$ cat src/rtl/sar_result_avg.sv
// Averages 1/2/4/8 consecutive SAR results and queues each average in a small FIFO.
// Latency: one cycle from the window's final conv_done to out_valid; out_valid/out_ready backpressure, words dropped with sticky overflow when full.
module sar_result_avg #(
  parameter int DW       = 6,
  parameter int MAX_LOG2 = 3,
  parameter int DEPTH    = 4
) (
  input  logic                       clk,
  input  logic                       rest,
  input  logic                       conv_done,
  input  logic [DW-1:0]              conv_data,
  input  logic [1:0]                 avg_sel,
  input  logic                       out_ready,
  input  logic                       clr_ovf,
  output logic                       out_valid,
  output logic [DW-1:0]              out_data,
  output logic [$clog2(DEPTH):0]     fifo_level,
  output logic [MAX_LOG2-1:0]        win_cnt,
  output logic                       overflow
);

  localparam int AW   = $clog2(DEPTH);
  localparam int KW   = $clog2(MAX_LOG2 + 1);
  localparam int ACCW = DW + MAX_LOG2;

  logic [ACCW-1:0]   r_acc;
  logic [MAX_LOG2-1:0] r_win_cnt;
  logic [KW-1:0]     r_k;
  logic [DW-1:0]     r_mem [DEPTH];
  logic [AW:0]       r_wr_ptr;
  logic [AW:0]       r_rd_ptr;
  logic              r_overflow;

  logic [KW-1:0]     w_sel_clamp;
  logic [KW-1:0]     w_k;
  logic [MAX_LOG2:0] w_win_len;
  logic              w_last;
  logic [ACCW-1:0]   w_sum;
  logic [ACCW-1:0]   w_shift;
  logic [DW-1:0]     w_avg;
  logic [AW:0]       w_level;
  logic              w_full;
  logic              w_pop;
  logic              w_push;
  logic              w_push_ok;
  logic              w_drop;

  assign w_sel_clamp = (32'(avg_sel) > MAX_LOG2) ? KW'(MAX_LOG2) : KW'(avg_sel);

  // The window exponent is taken live only on the first sample; afterwards the latched copy rules.
  assign w_k       = (r_win_cnt == '0) ? w_sel_clamp : r_k;
  assign w_win_len = (MAX_LOG2 + 1)'(1) << w_k;
  assign w_last    = conv_done && ({1'b0, r_win_cnt} == (w_win_len - (MAX_LOG2 + 1)'(1)));
  assign w_sum     = r_acc + ACCW'(conv_data);
  assign w_shift   = w_sum >> w_k;
  assign w_avg     = w_shift[DW-1:0];

  assign w_level   = r_wr_ptr - r_rd_ptr;
  assign w_full    = (w_level == (AW + 1)'(DEPTH));
  assign w_pop     = out_valid && out_ready;
  assign w_push    = w_last;
  assign w_push_ok = w_push && (!w_full || w_pop);
  assign w_drop    = w_push && w_full && !w_pop;

  always_ff @(posedge clk) begin
    if (rest) begin
      r_acc     <= '0;
      r_win_cnt <= '0;
      r_k       <= '0;
    end else if (conv_done) begin
      if (r_win_cnt == '0) begin
        r_k <= w_sel_clamp;
      end
      if (w_last) begin
        r_acc     <= '0;
        r_win_cnt <= '0;
      end else begin
        r_acc     <= w_sum;
        r_win_cnt <= r_win_cnt + MAX_LOG2'(1);
      end
    end
  end

  // Storage needs no reset: out_data is masked to zero whenever the FIFO is empty.
  always_ff @(posedge clk) begin
    if (!rest && w_push_ok) begin
      r_mem[r_wr_ptr[AW-1:0]] <= w_avg;
    end
  end

  always_ff @(posedge clk) begin
    if (rest) begin
      r_wr_ptr   <= '0;
      r_rd_ptr   <= '0;
      r_overflow <= 1'b0;
    end else begin
      if (w_push_ok) begin
        r_wr_ptr <= r_wr_ptr + (AW + 1)'(1);
      end
      if (w_pop) begin
        r_rd_ptr <= r_rd_ptr + (AW + 1)'(1);
      end
      if (w_drop) begin
        r_overflow <= 1'b1;
      end else if (clr_ovf) begin
        r_overflow <= 1'b0;
      end
    end
  end

  assign out_valid  = (w_level != '0);
  assign out_data   = out_valid ? r_mem[r_rd_ptr[AW-1:0]] : '0;
  assign fifo_level = w_level;
  assign win_cnt    = r_win_cnt;
  assign overflow   = r_overflow;

endmodule

$ cat config.mk
export PLATFORM = sky130hd
export DESIGN_NAME = sar_result_avg
export DESIGN_NICKNAME = d
export VERILOG_FILES = /design/src/rtl/sar_result_avg.sv
export SDC_FILE = /design/constraint.sdc
export NUM_CORES = 1
export LEC_CHECK = 0
export CAP_MARGIN = 10
export CORE_MARGIN = 4
export CORE_UTILIZATION = 54
export DETAILED_ROUTE_END_ITERATION = 10
export PLACE_DENSITY = 0.77
export SLEW_MARGIN = 5
export SYNTH_ARGS = -nofsm -noshare
export SYNTH_HDL_FRONTEND = slang
export SYNTH_SLANG_ARGS = --single-unit
$ cat constraint.sdc
create_clock -name clk -period 3.8 [get_ports clk]
set_input_delay 0.95 -clock clk [delete_from_list [all_inputs] [get_ports clk]]
set_output_delay 0.95 -clock clk [all_outputs]
set_load 0.02 [all_outputs]
* Yosys cells after proc, flatten, opt, wreduce, memory -nomap -nowiden
Memory sizes are Yosys's and may differ from the RTL's. A register that Yosys moved wholly into a read port is not among the register bits.
Index checks and enable logic that the tools add are counted.
** Word-level totals
- Bits of input ports :: 13
- Logic and storage cells :: 40
- Bits in writable memories :: 24
- Output and inout bits :: 14
- Memories kept :: 1
- Bits in registers :: 21
** Memories
- r_mem :: depth 4, bits a word 6, rd ports 1, clocked after Yosys merged registers in 1, write ports 1, RTL line 29 : logic [DW-1:0] r_mem [DEPTH];
** Cells by class
- Eq/ne operators :: 2
- Shifts and indexed selects :: 2
- Add/subtract/negate cells :: 6
- Multiplexer cells :: 10
- Reduce and logical (&&, ||, !) cells :: 13
** Operator list (number)
- $add 3x1->3 const B :: 3
- $add 9x6->9 :: 1
- $mux 9 :: 1
- $shr 9x2->6 :: 1
- $logic_and 1x1->1 :: 6
- $mux 2 :: 3
- $mux 6 :: 1
- $eq 3x4->1 :: 1
- $mux 1 :: 4
- $shl 1x2->4 const A :: 1
- $sub 4x1->4 const B :: 1
- $eq 3x3->1 const B :: 1
- $logic_not 1->1 :: 3
- $logic_not 3->1 :: 1
- $mux 3 :: 1
- $reduce_bool 3->1 :: 1
- $sub 3x3->3 :: 1
- $reduce_bool 2->1 :: 1
- $logic_or 1x1->1 :: 1

* Longest topological paths before layout
- Depth in word-level cells :: 10
- Depth in mapped cells :: 10
- Gate-level depth less buffers :: 9

* Worst setup path after synthesis
OpenSTA, ideal clock, no wires.
- Path kind :: register -> output
- Start point :: reg r_wr_ptr[0]
- End point :: out out_data[0]
- Data arrival time :: 2008 ps
- Data required time :: 2850 ps
- Path slack :: 842 ps
- Cell stages (with the launch flop) :: 8
- Cell sequence :: dfxtp_1 inv_1 ha_1 fa_1 xor2_1 xnor2_1 nand3_1 and2_1
** Between the ends
- Cells in the longest elaborated chain, start to end :: 3
** RTL lines
- start: declaration :: RTL line 30 : logic [AW:0] r_wr_ptr;
- start signal: assignment :: RTL line 98 : r_wr_ptr <= r_wr_ptr + (AW + 1)'(1);
- $sub 3x3->3 :: RTL line 58 : assign w_level = r_wr_ptr - r_rd_ptr;
- $reduce_bool 3->1 :: RTL line 111 : assign out_valid = (w_level != '0);
- net out_valid :: RTL line 15 : output logic out_valid,
- $mux 6 :: RTL line 112 : assign out_data = out_valid ? r_mem[r_rd_ptr[AW-1:0]] : '0;
- end: declaration :: RTL line 16 : output logic [DW-1:0] out_data,
The timed path passes the listed nets, and every way through them passes these cells.

* Worst setup path after layout
- Start point :: reg r_wr_ptr[0]
- End point :: out out_data[4]
** Between the ends
- Cells in the longest elaborated chain, start to end :: 3
** RTL lines (RTL line)
- $sub 3x3->3 :: 58
- $reduce_bool 3->1 :: 111
- $mux 6 :: 112
Every way passes these cells.

==> metrics <==
status finished clean; reported leakage power 1.12 nW; type of the worst setup path reg -> out; fraction of final layout cells sized beyond drive strength 1 11.2%; port buffer count 26; net switching fraction of the power 35.2%; via count of the routed design 1792; Final Cycle Share 94.8%; Net Count, Synth 260; initial core utilization 57.4%; clk root buf clkbuf_8; Sum Neg Setup Slack 0 ps; MaxCap Viol Count 0; final standard cell area without fillers 2970 um^2; average routed wire per standard cell 14.9 um; Total Routing Usage GR 16.5%; horizontal die dimension 77.0 um; post-detailed-placement cell area 2870 um^2; critical path fanouts, max 10; Sw Pwr 0.583 mW; remaining antenna violation count after routing 0; drt first pass iters 4; Worst EP arrival 2650 ps; total I/O pin count 27; portion of total power attributed to sequential cells 38.7%; clock slew at reported path FFs 80 ps; count of state elements after synthesis 47; clock insertion delay at the later pin of the skew report 300 ps; Main synth FF type edfxtp_1; Max Clock Freq 278 MHz; initial antenna violation count 0; hold buffer count at cts 0; Sinks on Clock Net 47; post-detail-place hpwl 3.29 mm; relative contribution of combinational cells to total power 43.9%; Std-Cell Rows 24; post-synthesis cell count 231; Antenna Cells 0; CP Launch Type register; starting DRC count in detailed routing 84; placer congestion estimate 0.800; Max Root-Sink Buffers 2; post-CTS setup repair buffer count 0; layout-stage area growth over the synthesis result 15.7%; YS warnings 0; drt via density 5.76; first-pass GRT wire length 7.86 mm; headroom to the max-slew limit 59.1%; via count of the first global-routing pass 1739; peak ir drop on the vdd network 0.000221 V; share of async-settable or async-resettable flops after synthesis 0%; cell area power density 556 nW/um^2; sequential cell area fraction in the yosys report 46.0%; path category of the worst min-delay check reg -> reg; Die Y-Extent 77.0 um; final critical-path required period 3600 ps; Post-Route WL 4.62 mm; clock tree from TritonCTS yes; Worst R2R Setup Slack 1030 ps; largest net degree at the start of global routing 36; number of nets in the finished design 287; sum of overflow across all layers after global routing 0; clock network power share 17.5%; Die Outline Area 5920 um^2; number of enable flip-flop cells after synthesis 24; Final Max Slew Viols 0; commonest non-fill, non-tap cell in the layout clkdlybuf4s50_1; netlist area before placement 2570 um^2; worst clock skew 4.76 ps; CP endpoint kind output pin; Int Pwr 1.07 mW; data required time at the worst endpoint 2850 ps; setup repair after global routing missed its margin no; number of endpoints with negative hold slack in the final report 0; count of endpoints failing setup in the final report 0; unique cell type count in the Yosys netlist 46; DRC errors left 0; measured slew at the worst slew-check pin 598 ps; commonest cells after routing, fill and taps aside clkdlybuf4s50_1 (26), edfxtp_1 (24), dfxtp_1 (23), a21oi_1 (22), ha_1 (14); number of buffers inserted during clock tree synthesis 5; placeable core region 4470 um^2; depth of the CTS H-tree 2; average footprint of a synthesized cell 11.1 um^2
worst max-delay path: stages (launching register included):
cell,delay (ps)
dfxtp_1,400
inv_1,100
ha_1,220
fa_1,370
xor2_1,170
xnor2_2,220
nand3_4,150
and2_1,180
clkdlybuf4s50_1,530
cell families (layout without fill, tap and decap cells):
family	count (synthesis)	count (layout)	synth area share, %
AND/OR/NAND/NOR	75	75	16.8
XOR/XNOR	13	13	4.43
AO/OA/AOI/OAI	46	46	11.2
multiplexers	17	17	10.2
buffers and inverters	17	45	3.07
adder cells (fa/ha/maj)	16	16	8.38
flip-flops	47	47	46.0
layout make-up:
type	instances	area (um^2)
clock buffer	8	80.1
fill	345	1500
inverter	7	26.3
multi-input combinational	167	1330
sequential	47	1180
tap	52	65.1
timing repair buffer	30	290
synth_stat cells (2+ instances only):
cell        n  area share [%]
and3_1      5             1.2
nand3_1    14             2.7
nor2b_1     2            0.49
nand4b_1    2            0.68
and2_1      6             1.5
o21ai_0     2            0.39
mux2i_1     6             2.3
edfxtp_1   24              28
nand2_1    11             1.6
xnor2_1     5             1.7
fa_1        2             1.6
a31oi_1     4            0.97
mux4_2      6             5.3
nor2_1     10             1.5
a21o_1      3            0.88
a21oi_1    22             4.3
nand2b_1   11             2.7
xor2_1      8             2.7
inv_1       6            0.88
or3_1       2            0.49
buf_6       2            0.88
mux2_2      3             1.3
a2111oi_0   2            0.68
a211oi_1    3            0.88
or4_1       2            0.58
o21ai_1     5            0.97
clkbuf_1    8             1.2
dfxtp_1    23              18
ha_1       14             6.8
or3b_1      2            0.68
worst paths after layout:
kind              depth (start not counted)                    end                     start
setup reg to reg                          8  r_mem[0][1]$_DFFE_PP_   win_cnt[0]$_SDFFE_PP0P_
hold reg to reg                           2  overflow$_SDFFE_PP0P_     overflow$_SDFFE_PP0P_
hold / removal                            2  overflow$_SDFFE_PP0P_     overflow$_SDFFE_PP0P_
setup / recovery                          8            out_data[4]  r_wr_ptr[0]$_SDFFE_PP0P_
repair_timing:
| action | CTS | global route |
|---|---|---|
| endpoints found under the hold margin | 0 | 0 |
| endpoints found under the setup margin | 6 | 6 |
| resized for setup | 1 | 2 |
flip-flops by register name (all words and copies together) (netlist names), named ones only:
register and count:
overflow 1, r_acc 9, r_k 2, r_mem 24, r_rd_ptr 3, r_wr_ptr 3
win_cnt 3
routing by layer:
layer | track usage, % | up-vias | share of wire, %
met3 | 3.40 | 4 | 3.1
met5 | 0 | - | 0
met1 | 21.3 | 850 | 48
met4 | 5.87 | 0 | 1.1
li1 | - | 905 | -
met2 | 27.4 | 33 | 48
power groups by stage:
| stage | logic, mW | registers (mW) | clock network, mW |
|---|---|---|---|
| 2_1_floorplan | 0.476 | 0.629 | 0 |
| 3_3_place_gp | 0.691 | 0.651 | 0 |
| 3_5_place_dp | 0.708 | 0.652 | 0 |
| 4_1_cts | 0.714 | 0.640 | 0.297 |
| 5_1_grt | 0.792 | 0.647 | 0.316 |
| 6_report | 0.725 | 0.639 | 0.289 |
stage by stage:
| stage | setup WS [ps] | utilization [%] | hold slack [ps] | power [mW] | std cells |
|---|---|---|---|---|---|
| CTS | 33.7 | 66.1 | 475 | 1.65 | 311 |
| global route | 25.8 | 66.4 | 502 | 1.75 | 311 |
| global placement | 229 | 64.2 | 459 | 1.34 | 303 |
| detailed placement | 168 | 64.2 | 462 | 1.36 | 303 |
| floorplan | 842 | - | 450 | 1.11 | 231 |
| finish | 198 | 66.4 | 472 | 1.65 | 311 |
Power figures use the tool's default switching activity.
